<file path="src/rtl/noc_params.sv">
// Shared NoC types and constants: flit format, output ports, VC state.
// A head flit carries its destination in data: x in the low bits, y just above.
package noc_params;

  localparam int VC_NUM           = 2;
  localparam int VC_SIZE          = (VC_NUM > 1) ? $clog2(VC_NUM) : 1;
  localparam int DEST_ADDR_SIZE_X = 4;
  localparam int DEST_ADDR_SIZE_Y = 4;
  localparam int FLIT_DATA_SIZE   = 16;

  typedef enum logic [1:0] {
    HEAD     = 2'd0,
    BODY     = 2'd1,
    TAIL     = 2'd2,
    HEADTAIL = 2'd3
  } flit_label_t;

  typedef enum logic [2:0] {
    LOCAL = 3'd0,
    NORTH = 3'd1,
    SOUTH = 3'd2,
    WEST  = 3'd3,
    EAST  = 3'd4
  } port_t;

  typedef enum logic [1:0] {
    IDLE   = 2'd0,
    VA     = 2'd1,
    ACTIVE = 2'd2
  } vc_state_t;

  typedef struct packed {
    flit_label_t               flit_label;
    logic [VC_SIZE-1:0]        vc_id;
    logic [FLIT_DATA_SIZE-1:0] data;
  } flit_t;

  function automatic logic is_head(flit_label_t l);
    return (l == HEAD) || (l == HEADTAIL);
  endfunction

  function automatic logic is_tail(flit_label_t l);
    return (l == TAIL) || (l == HEADTAIL);
  endfunction

endpackage

</file>
<file path="src/rtl/rc_unit.sv">
// Dimension-ordered (X then Y) route computation; enable_skip forces delivery to LOCAL.
module rc_unit
  import noc_params::*;
(
  input  logic [DEST_ADDR_SIZE_X-1:0] x_current,
  input  logic [DEST_ADDR_SIZE_Y-1:0] y_current,
  input  logic [DEST_ADDR_SIZE_X-1:0] x_dest,
  input  logic [DEST_ADDR_SIZE_Y-1:0] y_dest,
  input  logic                        enable_skip,
  output port_t                       out_port
);

  always_comb begin
    out_port = LOCAL;
    if (!enable_skip) begin
      if (x_dest > x_current)      out_port = EAST;
      else if (x_dest < x_current) out_port = WEST;
      else if (y_dest > y_current) out_port = SOUTH;
      else if (y_dest < y_current) out_port = NORTH;
      else                         out_port = LOCAL;
    end
  end

endmodule

</file>
<file path="src/rtl/vc_buffer.sv">
// One virtual channel: flit FIFO with stored routes plus the IDLE/VA/ACTIVE packet FSM.
module vc_buffer
  import noc_params::*;
#(
  parameter int BUFFER_SIZE = 8
) (
  input  logic               clk,
  input  logic               rst,
  input  flit_t              data_i,
  input  port_t              route_i,
  input  logic               write_i,
  input  logic               pop_i,
  input  logic               va_valid_i,
  input  logic [VC_SIZE-1:0] va_new_vc_i,
  output flit_t              front_o,
  output logic [VC_SIZE-1:0] downstream_vc_o,
  output port_t              out_port_o,
  output logic               va_request_o,
  output logic               sa_request_o,
  output logic               is_full_o,
  output logic               is_empty_o,
  output logic               error_o
);

  localparam int PTR_W = $clog2(BUFFER_SIZE);
  localparam int CNT_W = PTR_W + 1;

  flit_t              mem [BUFFER_SIZE];
  port_t              route_mem [BUFFER_SIZE];
  logic [PTR_W-1:0]   wr_ptr_reg, rd_ptr_reg;
  logic [CNT_W-1:0]   count_reg;
  vc_state_t          state_reg, state_next;
  port_t              out_port_reg, out_port_next;
  logic [VC_SIZE-1:0] down_vc_reg, down_vc_next;
  logic               bad_reported_reg;
  logic               do_write, do_pop, idle_bad;

  assign is_empty_o = (count_reg == '0);
  assign is_full_o  = (count_reg == CNT_W'(BUFFER_SIZE));
  assign do_pop     = pop_i && !is_empty_o && (state_reg == ACTIVE);
  // A pop frees a slot in the same cycle, so a full FIFO still accepts a write alongside it.
  assign do_write   = write_i && (!is_full_o || do_pop);
  assign front_o    = mem[rd_ptr_reg];
  assign idle_bad   = (state_reg == IDLE) && !is_empty_o && !is_head(front_o.flit_label);

  always_ff @(posedge clk) begin
    if (do_write) begin
      mem[wr_ptr_reg]       <= data_i;
      route_mem[wr_ptr_reg] <= route_i;
    end
  end

  always_ff @(posedge clk) begin
    if (rst) begin
      wr_ptr_reg <= '0;
      rd_ptr_reg <= '0;
      count_reg  <= '0;
    end else begin
      if (do_write) wr_ptr_reg <= wr_ptr_reg + PTR_W'(1);
      if (do_pop)   rd_ptr_reg <= rd_ptr_reg + PTR_W'(1);
      case ({do_write, do_pop})
        2'b10:   count_reg <= count_reg + CNT_W'(1);
        2'b01:   count_reg <= count_reg - CNT_W'(1);
        default: count_reg <= count_reg;
      endcase
    end
  end

  always_ff @(posedge clk) begin
    if (rst) begin
      state_reg        <= IDLE;
      out_port_reg     <= LOCAL;
      down_vc_reg      <= '0;
      bad_reported_reg <= 1'b0;
    end else begin
      state_reg        <= state_next;
      out_port_reg     <= out_port_next;
      down_vc_reg      <= down_vc_next;
      bad_reported_reg <= bad_reported_reg | idle_bad;
    end
  end

  always_comb begin
    state_next    = state_reg;
    out_port_next = out_port_reg;
    down_vc_next  = down_vc_reg;
    case (state_reg)
      IDLE: begin
        if (!is_empty_o && is_head(front_o.flit_label)) begin
          state_next    = VA;
          out_port_next = route_mem[rd_ptr_reg];
        end
      end
      VA: begin
        if (va_valid_i) begin
          state_next   = ACTIVE;
          down_vc_next = va_new_vc_i;
        end
      end
      ACTIVE: begin
        if (do_pop && is_tail(front_o.flit_label)) state_next = IDLE;
      end
      default: state_next = IDLE;
    endcase
  end

  // A stranded non-head front can only be cleared by reset, so it is reported once.
  always_comb begin
    va_request_o    = (state_reg == VA);
    sa_request_o    = (state_reg == ACTIVE) && !is_empty_o;
    out_port_o      = out_port_reg;
    downstream_vc_o = down_vc_reg;
    error_o         = (write_i && is_full_o && !do_pop) || (idle_bad && !bad_reported_reg);
  end

endmodule

</file>
<file path="src/rtl/vc_input_port.sv">
// Router input port: routes arriving heads, buffers per VC and forwards SA winners to the crossbar.
module vc_input_port
  import noc_params::*;
#(
  parameter int VC_NUM      = noc_params::VC_NUM,
  parameter int BUFFER_SIZE = 8
) (
  input  logic                             clk,
  input  logic                             rst,
  input  logic [DEST_ADDR_SIZE_X-1:0]      x_current,
  input  logic [DEST_ADDR_SIZE_Y-1:0]      y_current,
  input  flit_t                            data_i,
  input  logic                             valid_flit_i,
  input  logic [VC_NUM-1:0]                va_valid_i,
  input  logic [VC_NUM-1:0][VC_SIZE-1:0]   va_new_vc_i,
  input  logic                             sa_valid_i,
  input  logic [VC_SIZE-1:0]               sa_sel_vc_i,
  output flit_t                            xb_flit_o,
  output logic                             xb_valid_o,
  output logic [VC_NUM-1:0]                va_request_o,
  output logic [VC_NUM-1:0]                sa_request_o,
  output port_t [VC_NUM-1:0]               out_port_o,
  output logic [VC_NUM-1:0]                is_full_o,
  output logic [VC_NUM-1:0]                is_empty_o,
  output logic                             error_o
);

  port_t              route;
  flit_t              front [VC_NUM];
  logic [VC_SIZE-1:0] down_vc [VC_NUM];
  logic [VC_NUM-1:0]  write_vc, pop_vc, buf_error;
  logic               grant_ok;
  flit_t              sel_flit;
  flit_t              xb_flit_reg;
  logic               xb_valid_reg, error_reg;

  rc_unit u_rc (
    .x_current   (x_current),
    .y_current   (y_current),
    .x_dest      (data_i.data[DEST_ADDR_SIZE_X-1:0]),
    .y_dest      (data_i.data[DEST_ADDR_SIZE_X +: DEST_ADDR_SIZE_Y]),
    .enable_skip (1'b0),
    .out_port    (route)
  );

  genvar gi;
  generate
    for (gi = 0; gi < VC_NUM; gi++) begin : g_vc
      assign write_vc[gi] = valid_flit_i && (data_i.vc_id == VC_SIZE'(gi));
      assign pop_vc[gi]   = sa_valid_i && (sa_sel_vc_i == VC_SIZE'(gi)) && sa_request_o[gi];

      vc_buffer #(
        .BUFFER_SIZE (BUFFER_SIZE)
      ) u_buf (
        .clk             (clk),
        .rst             (rst),
        .data_i          (data_i),
        .route_i         (route),
        .write_i         (write_vc[gi]),
        .pop_i           (pop_vc[gi]),
        .va_valid_i      (va_valid_i[gi]),
        .va_new_vc_i     (va_new_vc_i[gi]),
        .front_o         (front[gi]),
        .downstream_vc_o (down_vc[gi]),
        .out_port_o      (out_port_o[gi]),
        .va_request_o    (va_request_o[gi]),
        .sa_request_o    (sa_request_o[gi]),
        .is_full_o       (is_full_o[gi]),
        .is_empty_o      (is_empty_o[gi]),
        .error_o         (buf_error[gi])
      );
    end
  endgenerate

  assign grant_ok = |pop_vc;

  // The winning front leaves carrying the downstream VC it was allocated.
  always_comb begin
    sel_flit = '0;
    for (int v = 0; v < VC_NUM; v++) begin
      if (pop_vc[v]) begin
        sel_flit       = front[v];
        sel_flit.vc_id = down_vc[v];
      end
    end
  end

  always_ff @(posedge clk) begin
    if (rst) begin
      xb_flit_reg  <= '0;
      xb_valid_reg <= 1'b0;
      error_reg    <= 1'b0;
    end else begin
      xb_valid_reg <= grant_ok;
      if (grant_ok) xb_flit_reg <= sel_flit;
      error_reg    <= (|buf_error) || (sa_valid_i && !grant_ok);
    end
  end

  assign xb_flit_o  = xb_flit_reg;
  assign xb_valid_o = xb_valid_reg;
  assign error_o    = error_reg;

endmodule

</file>
<file path="config.mk">
export PLATFORM = sky130hd
export DESIGN_NAME = vc_input_port
export DESIGN_NICKNAME = d
export VERILOG_FILES = /design/src/rtl/noc_params.sv /design/src/rtl/rc_unit.sv /design/src/rtl/vc_buffer.sv /design/src/rtl/vc_input_port.sv
export SDC_FILE = /design/constraint.sdc
export NUM_CORES = 1
export LEC_CHECK = 0
export CORE_MARGIN = 1
export CORE_UTILIZATION = 35
export CTS_CLUSTER_SIZE = 14
export DETAILED_ROUTE_END_ITERATION = 10
export GPL_TIMING_DRIVEN = 0
export MAX_ROUTING_LAYER = met4
export PLACE_DENSITY_LB_ADDON = 0.08
export SYNTH_ARGS = -nofsm -noshare
export SYNTH_HDL_FRONTEND = slang
export SYNTH_HIERARCHICAL = 1
export SYNTH_SLANG_ARGS = --single-unit
</file>
<file path="constraint.sdc">
create_clock -name clk -period 12 [get_ports clk]
set_clock_uncertainty 0.05 [all_clocks]
set_input_delay 1.8 -clock clk [delete_from_list [all_inputs] [get_ports clk]]
set_output_delay 1.8 -clock clk [all_outputs]
set_load 0.03 [all_outputs]
</file>
# Yosys cells after proc, flatten, opt, wreduce, memory -nomap -nowiden
# Memory sizes are Yosys's and may differ from the RTL's. A register that Yosys moved wholly into a read port is not among the register bits.
# Cells that the tools add are included.
dict set report totals {
  reg_bits 49
  mem_bits_rw 352
  memories 4
  output_inout_bits 35
  word_cells 146
  in_bits 36
}
# name words width rd rd_ports_with_merged_regs wr line_no
set memory_table {}
lappend memory_table {{g_vc[0].u_buf.mem} 8 19 1 1 1 vc_buffer.sv:28} ;# flit_t mem [BUFFER_SIZE];
lappend memory_table {{g_vc[1].u_buf.mem} 8 19 1 1 1 vc_buffer.sv:28}
lappend memory_table {{g_vc[0].u_buf.route_mem} 8 3 1 1 1 vc_buffer.sv:29} ;# port_t route_mem [BUFFER_SIZE];
lappend memory_table {{g_vc[1].u_buf.route_mem} 8 3 1 1 1 vc_buffer.sv:29}
dict set report op_classes {
  n_eq_ne 20
  muxes 24
  reduce_logical 65
  bitwise 4
  addsub 8
  order_cmp 4
}
# cell n
set ops {}
lappend ops {{two-way mux 19 bit} 2}
lappend ops {{logical AND 1 bit} 29}
lappend ops {{two-way mux 3 bit} 7}
lappend ops {{equality test 2 bit (second input constant)} 8}
lappend ops {{case mux 4 bit (2 select lines)} 2}
lappend ops {{adder 3 x 1 -> 3 bit (second input constant)} 4}
lappend ops {{two-way mux 2 bit} 6}
lappend ops {{inequality test 2 bit (second input constant)} 6}
lappend ops {{case mux 2 bit (3 select lines)} 2}
lappend ops {{zero test 1 bit} 11}
lappend ops {{logical OR 1 bit} 9}
lappend ops {{adder 4 x 1 -> 4 bit (second input constant)} 2}
lappend ops {{equality test 2 x 1 -> 1 bit (second input constant)} 4}
lappend ops {{equality test 4 bit (second input constant)} 2}
lappend ops {{greater-than comparator 4 bit} 2}
lappend ops {{zero test 2 bit} 4}
lappend ops {{zero test 4 bit} 2}
lappend ops {{less-than comparator 4 bit} 2}
lappend ops {{AND reduction 2 bit} 4}
lappend ops {{subtractor 4 x 1 -> 4 bit (second input constant)} 2}
lappend ops {{AND reduction 3 bit} 2}
lappend ops {{two-way mux 1 bit} 5}
lappend ops {{nonzero test 2 bit} 2}
lappend ops {{OR reduction 2 bit} 2}
lappend ops {{2 further kinds} 4}

# Depth between registers and ports, before layout
# Gate-level depths: netlist of run 1.
dict set report depth {
  depth_word 11
  depth_mapped 15
  mapped_depth_nobuf 13
}

# By module
# The synthesis of run 1 kept the hierarchy.
# mod cells_per_inst seq_area_each_um2 instances area_each_um2
set modules_own_cells {}
lappend modules_own_cells {{vc_buffer (g_vc[0].u_buf)} 372 5685.5 1 7621.1}
lappend modules_own_cells {{vc_buffer (g_vc[1].u_buf)} 373 5685.5 1 7604.8}
lappend modules_own_cells {vc_input_port 101 420.4 1 917.1}
lappend modules_own_cells {rc_unit 33 0.0 1 232.7}

# Worst setup path after synthesis of run 1
# No wires, ideal clock.
dict set report synth_timing {
  path_type {input-to-reg}
  startpoint {in sa_sel_vc_i}
  endpoint {mem g_vc[0].u_buf/mem[0][0] (netlist bit) (enable)}
  setup_time_ns 0.457
  path_stages 7
  t_arrival_ns 4.883
  setup_slack_ns 6.610
  path_buffers 2
  cell_sequence {nand3b_4 > inv_2 > buf_2 > and3b_1 > clkbuf_1 > o21ai_4 > nor4_1}
}
dict set report synth_via {
  elab_chain_len 9
}
# element line_no
set synth_rtl {}
lappend synth_rtl {{start: declaration} vc_input_port.sv:17} ;# input logic [VC_SIZE-1:0] sa_sel_vc_i,
lappend synth_rtl {{NOT 1 bit} vc_input_port.sv:50} ;# assign pop_vc[gi] = sa_valid_i && (sa_sel_vc_i == VC_SIZE'(gi)) && sa_request_o[gi];
lappend synth_rtl {{logical AND 1 bit (2 in series)} vc_input_port.sv:50}
lappend synth_rtl {{named net pop_vc[0]} vc_input_port.sv:31} ;# logic [VC_NUM-1:0] write_vc, pop_vc, buf_error;
lappend synth_rtl {{logical AND 1 bit (2 in series)} vc_buffer.sv:40} ;# assign do_pop = pop_i && !is_empty_o && (state_reg == ACTIVE);
lappend synth_rtl {{logical OR 1 bit} vc_buffer.sv:42} ;# assign do_write = write_i && (!is_full_o || do_pop);
lappend synth_rtl {{logical AND 1 bit} vc_buffer.sv:42}
lappend synth_rtl {{two-way mux 1 bit} vc_buffer.sv:47} ;# if (do_write) begin
lappend synth_rtl {{two-way mux 1 bit (implied by the code)} vc_buffer.sv:48} ;# mem[wr_ptr_reg] <= data_i;
lappend synth_rtl {{end: declaration} vc_buffer.sv:28}
# The timed path passes the listed nets, and every way through them passes these cells.

# Worst setup path after layout of run 1
dict set report layout_timing {
  startpoint {in sa_valid_i}
  endpoint {mem g_vc[0].u_buf/mem[4][6] (netlist bit) (enable)}
}
dict set report layout_via {
  elab_chain_len 8
}
# element line_no
set layout_rtl {}
lappend layout_rtl {{start: declaration} vc_input_port.sv:16} ;# input logic sa_valid_i,
lappend layout_rtl {{logical AND 1 bit (2 in series)} vc_input_port.sv:50}
lappend layout_rtl {{named net pop_vc[0]} vc_input_port.sv:31}
lappend layout_rtl {{logical AND 1 bit (2 in series)} vc_buffer.sv:40}
lappend layout_rtl {{logical OR 1 bit} vc_buffer.sv:42}
lappend layout_rtl {{logical AND 1 bit} vc_buffer.sv:42}
lappend layout_rtl {{two-way mux 1 bit} vc_buffer.sv:47}
lappend layout_rtl {{two-way mux 1 bit (implied by the code)} vc_buffer.sv:48}
# The timed path passes the listed nets, and every way through them passes these cells.

==> results of run 1 <==
## stage by stage
| step | total power, mW | utilization |
|---|---|---|
| after floorplan | 1.61 | - |
| after global placement | 1.67 | 0.389 |
| after detailed placement | 1.68 | 0.397 |
| after CTS | 2.98 | 0.428 |
| after global routing | 3.04 | 0.428 |
| final | 2.94 | 0.428 |
## critical path: cells and delay by family
| kind | cells | cell delay [ps] |
|---|---|---|
| AO/OA/AOI/OAI | 1 | 360 |
| buffers and inverters | 6 | 1660 |
| AND/OR/NAND/NOR | 3 | 860 |
## area by class of cell
cell class / count / area share
Buffer: 45 / 0.0124
Timing Repair Buffer: 94 / 0.0513
Antenna cell: 1 / 0.000132
Clock buffer: 61 / 0.0630
Multi-Input combinational cell: 393 / 0.224
Inverter: 25 / 0.00560
Sequential cell: 397 / 0.596
Tap cell: 592 / 0.0390
Clock inverter: 19 / 0.00896
## power breakdown
part | internal, mW | switching [mW]
Combinational | 0.0471 | 0.0749
Sequential | 1.52 | 0.00868
Clock | 0.760 | 0.534
Total | 2.32 | 0.618
## how the worst min path moves through the flow
stage	from	endpoint	slack [ps]	depth (start not counted)
finish	g_vc[0].u_buf/bad_reported_reg	g_vc[0].u_buf/bad_reported_reg	400	2
global route	g_vc[1].u_buf/bad_reported_reg	g_vc[1].u_buf/bad_reported_reg	410	2
CTS	g_vc[1].u_buf/bad_reported_reg	g_vc[1].u_buf/bad_reported_reg	400	2
detailed placement	g_vc[1].u_buf/bad_reported_reg	g_vc[1].u_buf/bad_reported_reg	390	2
global placement	g_vc[1].u_buf/bad_reported_reg	g_vc[1].u_buf/bad_reported_reg	380	2
floorplan	g_vc[0].u_buf/bad_reported_reg	g_vc[0].u_buf/bad_reported_reg	380	2
## per-layer routing
layer | vias to the layer above | share of wire | wire length, um | GRT usage
met4 | 0 | 0.014 | 543 | 0.0364
li1 | 3725 | - | - | -
met1 | 4146 | 0.46 | 17400 | 0.230
met5 | - | 0 | 0 | -
met2 | 170 | 0.47 | 17700 | 0.273
met3 | 44 | 0.051 | 1920 | 0.0400
==> metrics, run 1 <==
outcome completed; placed cell area between 0.015 and 0.02 mm2; DRT Wirelength roughly 38 mm; Yosys warning total 6; most frequent CP cell buf_6; CP Launch Type primary input; area occupied by registers approximately 0.011 mm2; initial antenna violation count 1; CP Data Required Time ~12,000 ps; largest net degree at the start of global routing 22; DRT Pass-1 Iters 4; final hold violations 0; drt wl/cell between 20 and 25 um; Pins Over Slew Limit 0; vias in the first global route just under 9,000; critical path type primary input to register; Residual DRC 0; Crit. End Element register; Initial DRC Count ~500; vias 8,085; Largest Register g_vc.u_buf/mem; clock latency on the worst-skew pair roughly 560 ps; R2R Setup Slk about 8000 ps; Worst Slack Setup Final approximately 7500 ps; Multi-input gate area 0.00425 mm2; Max Cap Violations 0; die area between 0.04 and 0.05 mm2; Final Critical Period roughly 4500 ps; Post-Syn Area per Cell 18.4 um2; CP cell instances clkdlybuf4s50_1 > nand3b_4 > inv_2 > buf_2 > and3b_1 > clkbuf_1 > o211ai_1 > nor3_2 > buf_6 > buf_6; CTS Buf Count between 40 and 50; chip height 214 um; commonest cells after routing, fill and taps aside edfxtp_1 (336), mux4_2 (84), clkdlybuf4s50_1 (70), dfxtp_1 (61), clkbuf_16 (45); H-Tree Depth 2; Core Footprint 0.0443 mm2; DR vias/cell around 5.0; Final setup viols 0; Max VDD drop ~90 uV; Die W around 210 um; reg2reg end g_vc[0].u_buf/mem[4][6]; worst hold slack between 300 and 400 ps; Starting Density 0.356; synthesized instance count roughly 860; post-route clock period utilization 0.374; port bufs 70; pwr dens between 150 and 200 mW/mm2; CTS tree done; post-route cell area between 0.015 and 0.02 mm2; Largest register FFs around 290; crit path max fanout 12; FILL cells approximately 4,000; Max Clock Freq 223 MHz; Post-CTS Resized 0; Hold Path Class register to register; clock tree buffer depth 3; most common cell after layout, fill and taps aside edfxtp_1; Inst Count DP around 1,500; Pleak 6.05 nW; Slew headroom 0.325; Critical Path Max Stage Delay approximately 560 ps; DP HPWL approximately 25 mm; GR Util All Layers 0.174; mapped cell area about 0.016 mm2; Final Non-Filler Cells between 1,500 and 2,000; Worst Max-Slew Pin Slew approximately 1000 ps; Worst Setup EP g_vc[0].u_buf/mem[4][6]; share of cells above drive strength 1 0.258; Setup TNS 0 ps; postcts setup bufs 0; Critical Path Source sa_valid_i; R2R depth 13; nets between 1,000 and 1,500; crit path max-delay cell type clkdlybuf4s50_1; RSZ-0062 raised after global routing false; I/O Pins between 70 and 80; CTS sink count roughly 400; worst reg2reg startpoint g_vc[0].u_buf/count_reg[1]; dpl ws 6910 ps; Post-CTS Hold Buffers 0; remaining antenna violation count 0; clk root buf clkbuf_16; num rows 77; clk slew on worst S/H paths 50 ps; total gr overflow 0; routability-driven placement congestion ratio 0.738; crit path DAT approximately 4700 ps; first-pass GRT wire length between 50 and 60 mm; Area Overhead vs Synth 20.3%
(Power assumes the default switching activity.)
==> inputs of run 2 (changes only) <==
==> constraint.sdc (replaced) <==
create_clock -name clk -period 4 [get_ports clk]
set_clock_uncertainty 0.05 [all_clocks]
set_input_delay 0.6 -clock clk [delete_from_list [all_inputs] [get_ports clk]]
set_output_delay 0.6 -clock clk [all_outputs]
set_load 0.03 [all_outputs]
==> run 2 against run 1 <==
Final cell count rose by 0.68%; sequential power rose to 3.0 times the previous value; clock power rose to 3.0 times the previous value; worst hold slack got worse by 2.8 ps; critical endpoint is now g_vc[1].u_buf/mem[4][0].
==> metrics, run 2 (synthesis results as in run 1) <==
Critical Path Max Stage Delay 440 ps (-120 ps); Final setup viols 0 (unchanged); Worst Slack Setup Final 298 ps (-7210 ps); busiest grt layer met2; dpl ws -82.0 ps (-6990 ps); CP cell instances or4_1 > buf_2 > inv_2 > nor3b_1 > nand3_2 > inv_2 > buf_4 > and3b_1 > clkbuf_1 > o211ai_1 > nor3_4 > buf_16; Die W 214 um (unchanged); placed cell area 0.0178 mm2 (+1.3%); Core Footprint 0.0443 mm2 (unchanged); sw power 1.86 mW (+200%); hold depth 2 (unchanged); DR vias/cell 5.07 (+2.0%); Largest Register g_vc.u_buf/mem; grt met1 use 0.253 (+0.0234); Largest register FFs 288 (unchanged); crit path DAT 3910 ps (-790 ps); share of cells above drive strength 1 0.272 (+0.0142); Hold Path Origin g_vc[0].u_buf/bad_reported_reg; clock share of power 0.441 (about the same); CTS Buf Count 44 (unchanged); Initial DRC Count 612 (+22%); die area 0.0459 mm2 (unchanged); GR Util All Layers 0.186 (+0.0126); pwr dens 455 mW/mm2 (+190%); clock latency on the worst-skew pair 560 ps (about the same); RSZ-0062 raised after global routing false; critical path type register to register; chip height 214 um (unchanged); DRT Wirelength 40.7 mm (+8.2%); post-route cell area 0.0194 mm2 (+2.3%); met3 Use GR 0.0277 (-0.0123); post-route clock period utilization 0.926; Final Critical Period between 3000 and 4000 ps; largest net degree at the start of global routing 22 (unchanged); FILL cells 3,899 (-1.9%); Residual DRC 0 (unchanged); first-pass GRT wire length 59.7 mm (+5.5%); Slew headroom 0.189 (-0.135); port bufs 70 (unchanged); initial antenna violation count 0 (-1); remaining antenna violation count 0 (unchanged); num rows 77 (unchanged); DRT Pass-1 Iters 5 (+1); Worst Max-Slew Pin Slew 1210 ps (+205 ps); total power 8.84 mW (+200%); Max Clock Freq ~270 MHz; sequential share of power 0.518 (about the same); met2 usage 0.291 (+0.0175); most common cell after layout, fill and taps aside edfxtp_1; crit path max fanout 12 (unchanged); delay-heaviest family, CP simple AND/OR/NAND/NOR gates; routability-driven placement congestion ratio 0.722 (-2.1%); CP Data Required Time 4210 ps (-8000 ps); vias in the first global route 8,725 (+0.86%); Hold Path Sink g_vc[0].u_buf/bad_reported_reg; R2R depth 12 (-1); worst reg2reg startpoint g_vc[1].u_buf/count_reg[1]; Hold Path Class register to register; most frequent CP cell inv_2; outcome completed; Max VDD drop 255 uV (+190%); total gr overflow 0 (unchanged); Pins Over Slew Limit 0 (unchanged); nets 1,070 (+1.5%); CTS tree done; internal power 6.98 mW (+200%); Starting Density 0.356 (unchanged); clk root buf clkbuf_16; Crit. End Element register; Logic pwr share 0.042 (about the same); I/O Pins 71 (unchanged); Max Cap Violations 0 (unchanged); vias 8,302 (+2.7%); R2R Setup Slk 300 ps (-7710 ps); commonest cells after routing, fill and taps aside edfxtp_1 (336), mux4_2 (84), clkdlybuf4s50_1 (70), dfxtp_1 (61), clkbuf_16 (45); CTS sink count 397 (unchanged); clk slew on worst S/H paths 60 ps (about the same); DP HPWL 26.3 mm (+4.1%); Final Util 0.438 (+0.00983); Area Overhead vs Synth 23.0%; crit path max-delay cell type dfxtp_1; clock tree buffer depth 3 (unchanged); Buffers & Inverters on Critical Path 6 (unchanged); reg2reg end g_vc[1].u_buf/mem[4][0]; final hold violations 0 (unchanged); # diodes 0 (-1); CP Launch Type register; Pleak 6.18 nW (+2.3%); H-Tree Depth 2 (unchanged); drt wl/cell 24.8 um (+7.5%); Switching Share 0.211 (+0.000681)
-- run 2: how the worst max path moves through the flow --
| stage | slack, ps | depth (start not counted) | start | end |
|---|---|---|---|---|
| after CTS | 10 | 13 | g_vc[0].u_buf/count_reg[1] | g_vc[0].u_buf/mem[1][7] |
| after floorplan | -580 | 11 | g_vc[1].u_buf/count_reg[1] | g_vc[1].u_buf/mem[1][0] |
| after global placement | -2770 | 8 | sa_valid_i | g_vc[1].u_buf/mem[2][4] |
| final | 300 | 12 | g_vc[1].u_buf/count_reg[1] | g_vc[1].u_buf/mem[4][0] |
| after detailed placement | -80 | 9 | sa_valid_i | g_vc[1].u_buf/mem[4][4] |
| after global routing | 40 | 9 | register | g_vc[0].u_buf/out_port_o[1] |
-- run 2: what timing repair did --
item / CTS / global route
gates resized for setup: 0 / 2
pin swaps: 5 / 6
buffers inserted: 6 / 9
hold buffers: 0 / 0
setup endpoints to repair: 58 / 87
-- run 2: through the flow --
stage | hold WS (ps) | instances | TNS (ps)
6_report | 396 | 1638 | 0
5_1_grt | 425 | 1638 | 0
4_1_cts | 398 | 1629 | 0
3_5_place_dp | 389 | 1547 | -3170
3_3_place_gp | 383 | 1522 | -467520
2_1_floorplan | 376 | 860 | -37450
-- run 2: per-layer routing --
metal,up-vias,wire [um]
li1,3759,-
met1,4330,19000
met2,151,19300
met3,62,1470
met4,0,877
met5,-,0
-- run 2: final cells by class --
type                    instances  area (um2)  share of cell area
multi-input cells             393        4310               0.222
inverters                      25         106             0.00548
repair buffers                110        1360              0.0699
plain buffers                  45         235              0.0121
flip-flops and latches        397       11300               0.582
clock buffers                  57        1190              0.0613
well taps                     592         741              0.0381
clock inverters                19         168             0.00863
-- run 2: tightest hold or removal path: stages, from the launching register on --
cell and delay (ps):
dfxtp_1 310, inv_1 50, a21oi_1 50
-- run 2: power groups by stage --
stage          registers (mW)  clock network [mW]  logic [mW]
2_1_floorplan            4.67                   0       0.169
3_3_place_gp             4.67                   0       0.345
3_5_place_dp             4.66                   0       0.368
4_1_cts                  4.58                3.99       0.375
5_1_grt                  4.58                4.13       0.403
6_report                 4.58                3.89       0.369
